[config.mk]
export PLATFORM = sky130hd
export DESIGN_NAME = stone_drawer
export DESIGN_NICKNAME = d
export VERILOG_FILES = /design/src/rtl/stone_drawer.sv
export SDC_FILE = /design/constraint.sdc
export NUM_CORES = 1
export LEC_CHECK = 0
export BUFFER_PORTS_ARGS = -buffer_cell sky130_fd_sc_hd__buf_2
export CORE_ASPECT_RATIO = 0.9
export CORE_UTILIZATION = 34
export DETAILED_ROUTE_END_ITERATION = 8
export GPL_TIMING_DRIVEN = 0
export RECOVER_POWER = 100
export SLEW_MARGIN = 20
export SYNTH_ARGS = -nofsm -noshare
export SYNTH_HDL_FRONTEND = slang
export SYNTH_SLANG_ARGS = --single-unit
[constraint.sdc]
create_clock -name clock -period 3.8 [get_ports clock]
set_input_delay 0 -clock clock [delete_from_list [all_inputs] [get_ports clock]]
set_output_delay 0 -clock clock [all_outputs]
set_load 0.02 [all_outputs]
[src/rtl/stone_drawer.sv]
// stone_drawer: scans the stone RAM each frame and streams a 16x16 sprite per visible entry to the VGA plot port.
// Optional STONE_DRAWER_HIGHLIGHT_EN: moving entries are drawn in white instead of their type colour.
module stone_drawer #(
   parameter int         READ_LATENCY   = 2,
   parameter logic [2:0] COLOUR_STONE   = 3'b101,
   parameter logic [2:0] COLOUR_GOLD    = 3'b110,
   parameter logic [2:0] COLOUR_DIAMOND = 3'b011
) (
   input  logic        clock,
   input  logic        resetn,
   input  logic        start,
   input  logic [3:0]  quantity,
   input  logic [31:0] ram_q,
   output logic        draw_flag,
   output logic [3:0]  draw_index,
   output logic [8:0]  vga_x,
   output logic [7:0]  vga_y,
   output logic [2:0]  vga_colour,
   output logic        vga_plot,
   output logic        done
);
   localparam int WW = (READ_LATENCY > 1) ? $clog2(READ_LATENCY) : 1;
   typedef enum logic [2:0] {S_IDLE, S_ADDR, S_WAIT, S_LATCH, S_PLOT, S_NEXT, S_DONE} state_t;
   state_t state_q, state_d;
   logic [3:0]  idx_q, idx_d, qty_q, qty_d;
   logic [WW-1:0] wait_q, wait_d;
   logic [31:0] entry_q, entry_d;
   logic [7:0]  pix_q, pix_d;
   logic [9:0]  sx;
   logic [8:0]  sy;
   logic [2:0]  type_colour, colour;
   always_comb begin
      state_d = state_q;
      idx_d   = idx_q;
      qty_d   = qty_q;
      wait_d  = wait_q;
      entry_d = entry_q;
      pix_d   = pix_q;
      case (state_q)
         S_IDLE: if (start) begin
            qty_d   = quantity;
            idx_d   = 4'd0;
            state_d = (quantity == 4'd0) ? S_DONE : S_ADDR;
         end
         S_ADDR: begin
            wait_d  = '0;
            state_d = S_WAIT;
         end
         S_WAIT: begin
            wait_d  = wait_q + 1'b1;
            state_d = (wait_q == WW'(READ_LATENCY - 1)) ? S_LATCH : S_WAIT;
         end
         S_LATCH: begin
            entry_d = ram_q;
            pix_d   = 8'd0;
            state_d = ram_q[1] ? S_PLOT : S_NEXT;
         end
         S_PLOT: begin
            pix_d   = pix_q + 8'd1;
            state_d = (pix_q == 8'hff) ? S_NEXT : S_PLOT;
         end
         S_NEXT: if ({1'b0, idx_q} + 5'd1 >= {1'b0, qty_q}) state_d = S_DONE;
         else begin
            idx_d   = idx_q + 4'd1;
            state_d = S_ADDR;
         end
         S_DONE:  state_d = S_IDLE;
         default: state_d = S_IDLE;
      endcase
   end
   // Pixel outputs are computed from next-state values so they register in step with the PLOT state.
   always_comb begin
      sx = {1'b0, entry_d[31:23]} + {6'd0, pix_d[3:0]};
      sy = {1'b0, entry_d[18:11]} + {5'd0, pix_d[7:4]};
      type_colour = (entry_d[3:2] == 2'b00) ? COLOUR_STONE :
                    (entry_d[3:2] == 2'b01) ? COLOUR_GOLD : COLOUR_DIAMOND;
`ifdef STONE_DRAWER_HIGHLIGHT_EN
      colour = entry_d[0] ? 3'b111 : type_colour;
`else
      colour = type_colour;
`endif
   end
   always_ff @(posedge clock) begin
      if (!resetn) begin
         state_q    <= S_IDLE;
         idx_q      <= 4'd0;
         qty_q      <= 4'd0;
         wait_q     <= '0;
         entry_q    <= 32'd0;
         pix_q      <= 8'd0;
         draw_flag  <= 1'b0;
         draw_index <= 4'd0;
         vga_x      <= 9'd0;
         vga_y      <= 8'd0;
         vga_colour <= 3'd0;
         vga_plot   <= 1'b0;
         done       <= 1'b0;
      end else begin
         state_q   <= state_d;
         idx_q     <= idx_d;
         qty_q     <= qty_d;
         wait_q    <= wait_d;
         entry_q   <= entry_d;
         pix_q     <= pix_d;
         draw_flag <= (state_d == S_ADDR) || (state_d == S_WAIT) || (state_d == S_LATCH) ||
                      (state_d == S_PLOT) || (state_d == S_NEXT);
         if (state_d == S_ADDR) draw_index <= idx_d;
         if (state_d == S_PLOT) begin
            vga_x      <= sx[8:0];
            vga_y      <= sy[7:0];
            vga_colour <= colour;
         end
         vga_plot  <= (state_d == S_PLOT) && (sx < 10'd320) && (sy < 9'd240);
         done      <= (state_d == S_DONE);
      end
   end
endmodule

Yosys cells after proc, flatten, opt, wreduce, memory -nomap -nowiden. Index checks and enable logic that the tools add are counted.

Bits in registers: 79. Input port bits: 39. Logic and storage cells: 62. Bits in writable memories: 0. Memories kept: 0. Bits in latches: 0. ROM bits: 0. Output and inout bits: 27.

$lt $le $gt $ge: 3. Reduce and logical (&&, ||, !) cells: 11. Shift operators: 0. Equal/unequal tests: 13. Bitwise logic cells: 0. Add/subtract/negate cells: 6. Muxes and demuxes: 15. Multiply operators: 0. Divide/modulo/power cells: 0.

Operator list (number): 2-to-1 mux 32 bit (1); case mux 3 bit (6 select lines) (1); case mux 8 bit (2 select lines) (1); equality test 3 bit, second input constant (5); 2-to-1 mux 3 bit (5); equality test 3 x 2 -> 1 bit, second input constant (4); adder 9 x 4 -> 10 bit (1); < comparator 10 x 9 -> 1 bit, second input constant (1); adder 8 x 4 -> 9 bit (1); < comparator 9 x 8 -> 1 bit, second input constant (1); adder 8 x 1 -> 8 bit, second input constant (1); equality test 8 bit, second input constant (1); 2-to-1 mux 4 bit (2); case mux 4 bit (2 select lines) (1); equality test 3 x 1 -> 1 bit, second input constant (2); adder 4 x 1 -> 5 bit, second input constant (1); greater-or-equal comparator 5 x 4 -> 1 bit (1); adder 4 x 1 -> 4 bit, second input constant (1); zero test 4 bit (1); logical OR 1 bit (4); zero test 3 bit (1); 2-to-1 mux 1 bit (3); equality test 2 x 1 -> 1 bit, second input constant (1); logical AND 1 bit (2); 5 further kinds (5).

Longest topological paths before layout. Gate-level depths: netlist of the first run.

Depth after elaboration: 9. Mapped depth: 16. Mapped depth without buffers: 13.

Worst setup path after synthesis of the first run. OpenSTA, ideal clock, no wires.

Path type: flip-flop to flip-flop. Start: register state_q[2]. End: register vga_plot. Required time: 3.684 ns. Stages on the path, launching flop included: 16. Library setup time: 0.116 ns. Path slack: 0.817 ns. Clock period less this slack: 2.983 ns. Buffers on the path: 3. Data arrival time: 2.866 ns. Cell sequence: dfxtp_1 -> buf_2 -> nand3b_1 -> clkbuf_1 -> clkbuf_1 -> nand2_1 -> nand2_1 -> ha_1 -> inv_1 -> fa_1 -> nand2b_1 -> a21oi_1 -> xnor2_1 -> mux2i_1 -> o21ai_0 -> o211a_1.

Cells in the longest elaborated chain, start to end: 6. Elaborated cells on any way between the ends: 17. Classes of those cells: add/sub (2); order compare (2); eq/ne (6); mux (4); reduce/logical (3).

RTL lines: from (decl) (line 24) `state_t state_q, state_d;`; from (signal assigned) (line 99) `state_q <= state_d;`; equality test 3 x 2 -> 1 bit (line 39) `case (state_q)`; 2-to-1 mux 32 bit (line 39); net entry_d[23] (line 27) `logic [31:0] entry_q, entry_d;`; adder 9 x 4 -> 10 bit (line 73) `sx = {1'b0, entry_d[31:23]} + {6'd0, pix_d[3:0]};`; < comparator 10 x 9 -> 1 bit (line 113) `vga_plot <= (state_d == S_PLOT) && (sx < 10'd320) && (sy < 9'd240);`; logical AND 1 bit (2 in a row) (line 113); to (signal assigned) (line 113); to (decl) (line 19) `output logic vga_plot,`.

The timed path passes the listed nets, and every way through them passes these cells. A chain may end at the register's enable or synchronous reset.

Worst setup path after layout of the first run.
Start: register state_q[0]. End: register vga_plot.

Same word-level chain as after synthesis.

==> impl_metrics.tcl, run 1 <==
set metrics [dict create \
    cp_cell_sequence "and3b_1, clkbuf_1, buf_4, buf_2, mux2i_1, inv_1, ha_1, a211o_1, a21oi_1, nor4_1, nor4_1, o211a_1" \
    yosys_warnings 0 \
    final_util 0.4315 \
    layout.area.seq_um2 1321 \
    drive_above_1_share 0.1186 \
    cts-htree-levels 3 \
    dr.pass1.iters 4 \
    critPathLaunchType "register" \
    worstSetupEndpointType "register" \
    gp_congestion 0.8600 \
    clock_skew_ns 0.01103 \
    leakagePower_nw 1.690 \
    fin_crit_ns 3.430 \
    drt_iter0_drc 161 \
    drv_cap 0 \
    portBuffers 53 \
    critPathRequiredTime_ns 4.09 \
    routed_wl_um 8454 \
    cts_tree "yes" \
    ys_types 53 \
    synth_edf_count 0 \
    fill_cells 1000 \
    grt_pass1_vias 2849 \
    crit_slowest_cell "dfxtp_1" \
    dp_hpwl_um 6170 \
    fin_setup_tns_ns 0 \
    worstSetupPathType "reg2reg" \
    synth_nets 455 \
    grt_pass1_wl_um 13920 \
    final_cell_mix "dfxtp_1, nand2_1, clkbuf_1" \
    worst_pin_slew_ns 0.6269 \
    vdd_ir_drop_max_mv 0.1592 \
    cts_sinks 66 \
    multi_input_area_um2 1906 \
    clk_latency_ns 0.34 \
    fmax_ghz 0.2915 \
    yosysTopAreaCellShare 0.3870 \
    ant_nets 0 \
    rows 34 \
    diodes 0 \
    syn_area_um2 3415 \
    rsz0062_at_grt "no" \
    synth-seq-area-share 0.3870 \
    cp_max_fo 10 \
    final_common_cell "dfxtp_1" \
    synthArstFlopShare 0 \
    cp_data_arrival_time_ns 3.72 \
    grt_max_degree 12 \
    routed-via-count 3014 \
    ys.flop_type "dfxtp_1" \
    stdcell_count 615 \
    overflow 0 \
    antenna_found_initial 0 \
    avgSynthCellArea_um2 8.536 \
    ios 66 \
    wl_per_cell_um 13.75 \
    drc 0 \
    grt_use_total 0.1708 \
    clk_path_buf_depth 2 \
    die-area_um2 10450 \
    hold_violations 0 \
    status "complete, no violations" \
    cts.root.buffer_cell "clkbuf_8" \
    synth_area_leader_cell "dfxtp_1" \
    cts_buffers 9 \
    path_clk_slew_ns 0.08 \
    dp_cells 579 \
    hp-class "in2reg" \
    die_w_um 107.6 \
    start_util 0.3520 \
    slew_viol_final 0 \
    finalCritPeriodShare 0.9027 \
    synth-seq-cells 66 \
    coreArea_um2 9699 \
    area_growth_pct 22.57 \
    slew_headroom 0.5821 \
    syn_inst 400 \
    finalSetupViolCount 0 \
    nets 540 \
    die_h_um 97.07 \
    hold_ws_ns 0.02297 \
    finalPower_mw 1.515 \
    yosys-top-cells-area "dfxtp_1, nand2_1, ha_1" \
    powerDensity_nw_per_um2 362.0 \
    max_stage_delay_ns 0.44 \
    viasPerCell 4.901 \
    path_common_cell "nor4_1" \
]
-- metrics by stage --
step / setup slack (ns) / cell area, µm²
finish: 0.3697 / 4185
global route: 0.09314 / 4185
CTS: 0.01133 / 4240
detailed placement: 0.04485 / 3837
global placement: 0.006803 / 3837
floorplan: 0.8174 / 3415
-- worst max-delay path: cells and delay by family, from the launching register on --
kind / cells / cell delay [ns]
AND/OR/NAND/NOR: 3 / 0.56
flip-flops: 1 / 0.44
AO/OA/AOI/OAI: 3 / 0.82
multiplexers: 1 / 0.40
buffers and inverters: 4 / 0.83
adder cells (fa/ha/maj): 1 / 0.32
-- where the power goes --
part           internal [mW]  total, mW  switching, mW  leakage (nW)
clock                  0.315      0.591          0.275        0.0941
combinational         0.0846      0.202          0.117          1.06
sequential             0.711      0.723         0.0118         0.533
total                   1.11       1.52          0.405          1.69
-- Yosys cell counts (2+ instances only) --
library cell   n
a21boi_0       2
nand3_1       16
or3_1          2
o22ai_1        2
buf_4          2
nor4_1         3
mux2i_1       17
a21o_1         6
nand2_1       59
fa_1           2
a211o_1        4
and3_1         7
o2111ai_1      2
dfxtp_1       66
nor2_1        32
xor2_1         2
o211ai_1       4
xnor2_1       10
buf_2          5
clkbuf_1      11
buf_6          3
a21oi_2        2
nand2b_1       9
inv_1         13
and2_1        16
a21oi_1       32
o21a_1         9
a311oi_1       4
nor2b_1        6
a211oi_1       4
nor3_1         5
o21ai_0        8
a31oi_1        2
ha_1          14
-- registers in the layout, summed over array words and instances, names as in the netlist, 4 cells and up --
| register | count |
|---|---|
| idx_q | 4 |
| vga_y | 8 |
| entry_q | 19 |
| vga_x | 9 |
| pix_q | 8 |
| draw_index | 4 |
| qty_q | 4 |
-- area by class of cell --
cell class / instances / area share
inverter: 14 / 0.01256
multi-input combinational: 299 / 0.4553
timing repair buffer: 74 / 0.1052
sequential: 66 / 0.3157
clock inverter: 5 / 0.01315
tap: 126 / 0.03767
clock buffer: 10 / 0.03288
buffer: 21 / 0.02750
-- path summary, 6_finish.rpt --
| path | from | to | slack, ns | depth (start not counted) |
|---|---|---|---|---|
| hold / removal | ram_q[25] | entry_q[25] | 0.02 | 4 |
| setup / recovery | state_q[0] | vga_plot | 0.37 | 12 |
| hold reg to reg | vga_x[2] | vga_x[2] | 0.46 | 2 |
| setup reg to reg | state_q[0] | vga_plot | 0.37 | 12 |
-- what timing repair did --
action,in CTS,in global routing
endpoints found under the setup margin,0,6
setup buffers,0,0
resized for setup,0,4
endpoints found under the hold margin,18,0
hold buffers,21,0
-- routing by layer --
metal,track usage,part of all wire
met5,0,0
met4,0.05269,0.0082
met3,0.03555,0.038
met2,0.2643,0.46
met1,0.2367,0.50
-- kinds of logic after synthesis --
| family | Yosys count | share of synthesized area |
|---|---|---|
| AO/OA/AOI/OAI | 89 | 0.1763 |
| XOR/XNOR | 12 | 0.03078 |
| adder cells (fa/ha/maj) | 16 | 0.06303 |
| buffers and inverters | 35 | 0.04910 |
| flip-flops | 66 | 0.3870 |
| multiplexers | 19 | 0.05973 |
| AND/OR/NAND/NOR | 163 | 0.2342 |
Power figures use the tool's default switching activity.
==> run 2, diff against run 1 <==
- REMOVE_ABC_BUFFERS: unset -> 1
==> run 2 against run 1 <==
  * Non-clock buffer count down 24
  * Critical path depth down 1
  * Total power down 0.41%
  * Sequential share of layout area up 0.93 points
  * Design area down 2.9%
  * Clock-buffer cell count unchanged
==> impl_metrics.tcl, run 2 (synthesis results as in run 1) <==
set metrics [dict create \
    status "complete, no violations" \
    multi_input_area_um2 1918 \
    routed-via-count 2923 \
    drv_cap 0 \
    p_switching_mw 0.4045 \
    grt_use_met1 0.2046 \
    wl_per_cell_um 13.02 \
    finalSetupViolCount 0 \
    drt_iter0_drc 135 \
    drive_above_1_share 0.1092 \
    cts.root.buffer_cell "clkbuf_8" \
    cp_max_fo 14 \
    rows 34 \
    ant_nets 0 \
    cts_tree "yes" \
    hold_ws_ns 0.008684 \
    diodes 0 \
    slew_viol_final 0 \
    drc 0 \
    layout.area.seq_um2 1321 \
    worstSetupPathType "reg2reg" \
    p_seq_frac 0.486 \
    ios 66 \
    dp_hpwl_um 5165 \
    critPathLaunchType "register" \
    worst_pin_slew_ns 1.167 \
    grt_pass1_vias 2914 \
    pwr-share-clk 0.401 \
    vdd_ir_drop_max_mv 0.1524 \
    p_sw_frac 0.2681 \
    rsz0062_at_grt "no" \
    grt_use_total 0.1578 \
    gp_congestion 0.7558 \
    grt-busiest-layer "met2" \
    nets 517 \
    critPathRequiredTime_ns 4.09 \
    reg.largest.list "entry_q (19), vga_x (9)" \
    use_met3 0.03421 \
    clk_latency_ns 0.34 \
    portBuffers 53 \
    viasPerCell 4.929 \
    grt_max_degree 44 \
    worstSetupEndpointType "register" \
    hp-class "in2reg" \
    coreArea_um2 9699 \
    final_cell_mix "dfxtp_1, nand2_1, nor2_1, a21oi_1, clkbuf_1" \
    clock_skew_ns 0.01085 \
    dpl_cell_area_um2 3731 \
    largest_reg_flops 19 \
    hold_violations 0 \
    die_w_um 107.6 \
    overflow 0 \
    path_clk_slew_ns 0.08 \
    fmax_ghz 0.2909 \
    leakagePower_nw 1.614 \
    finalCritPeriodShare 0.9047 \
    die-area_um2 10450 \
    routed_wl_um 7722 \
    powerDensity_nw_per_um2 371.2 \
    pwr-share-comb 0.113 \
    cts_buffers 9 \
    intPower_mw 1.104 \
    grt.met2_usage 0.2535 \
    final_common_cell "dfxtp_1" \
    clk_path_buf_depth 2 \
    cts-htree-levels 3 \
    cts_sinks 66 \
    grt_pass1_wl_um 13180 \
    design_area_um2 4065 \
    regMostFlops "entry_q" \
    fill_cells 1007 \
    start_util 0.3520 \
    slew_headroom 0.2223 \
    cp_data_arrival_time_ns 3.73 \
    dr.pass1.iters 4 \
    fin_crit_ns 3.438 \
    die_h_um 97.07 \
    antenna_found_initial 0 \
    area_growth_pct 19.05 \
    postCtsSetupBuffers 0 \
]
[run 2: per-layer routing]
layer / wire length (µm) / up-vias
met1: 3907 / 1347
met3: 222 / 13
met2: 3456 / 45
met5: 0 / -
li1: - / 1518
met4: 136 / 0
[run 2: critical path: stages, from the launching register on]
cell and delay (ns):
dfxtp_1 0.59, nor3b_4 0.39, nand4_1 0.19, nor2_1 0.22, mux2i_1 0.37, ha_1 0.32
a211o_1 0.28, a21oi_1 0.37, nor2_1 0.12, xor2_1 0.17, o2111ai_1 0.20, o211a_1 0.18
[run 2: path summary, 6_finish.rpt]
check	from	end	slack [ns]	depth (start not counted)
setup reg to reg	state_q[2]	vga_plot	0.36	11
hold / removal	quantity[0]	qty_q[0]	0.009	3
hold reg to reg	vga_y[6]	vga_y[6]	0.45	2
setup / recovery	state_q[2]	vga_plot	0.36	11
[run 2: what timing repair did]
item | CTS | global route
resized for setup | 0 | 2
endpoints found under the setup margin | 0 | 5
hold buffers | 18 | 0
hold endpoints to repair | 18 | 0
[run 2: layout make-up]
type                            instances  area share
Tap cell                              126     0.03878
Inverter                               14     0.01323
Sequential cell                        66      0.3250
Multi-Input combinational cell        300      0.4718
Timing Repair Buffer                   71      0.1013
Clock buffer                           10     0.03386
Clock inverter                          6     0.01600
[run 2: metrics by stage]
stage               cells  power [mW]  setup TNS [ns]  worst slack [ns]  utilization
finish                593       1.509               0            0.3623       0.4191
CTS                   592       1.531               0          0.005556       0.4241
detailed placement    558      0.9102       -0.006668         -0.006668       0.3847
global placement      558      0.9042               0           0.06240       0.3838
floorplan             379      0.8503               0            0.6505            -
global route          593       1.576               0           0.02681       0.4191
[run 2: power by group through the flow]
stage	logic (mW)	registers (mW)	clock network [mW]
detailed placement	0.163	0.747	0
floorplan	0.0996	0.751	0
global route	0.192	0.737	0.648
finish	0.171	0.733	0.605
CTS	0.178	0.731	0.622
global placement	0.159	0.745	0
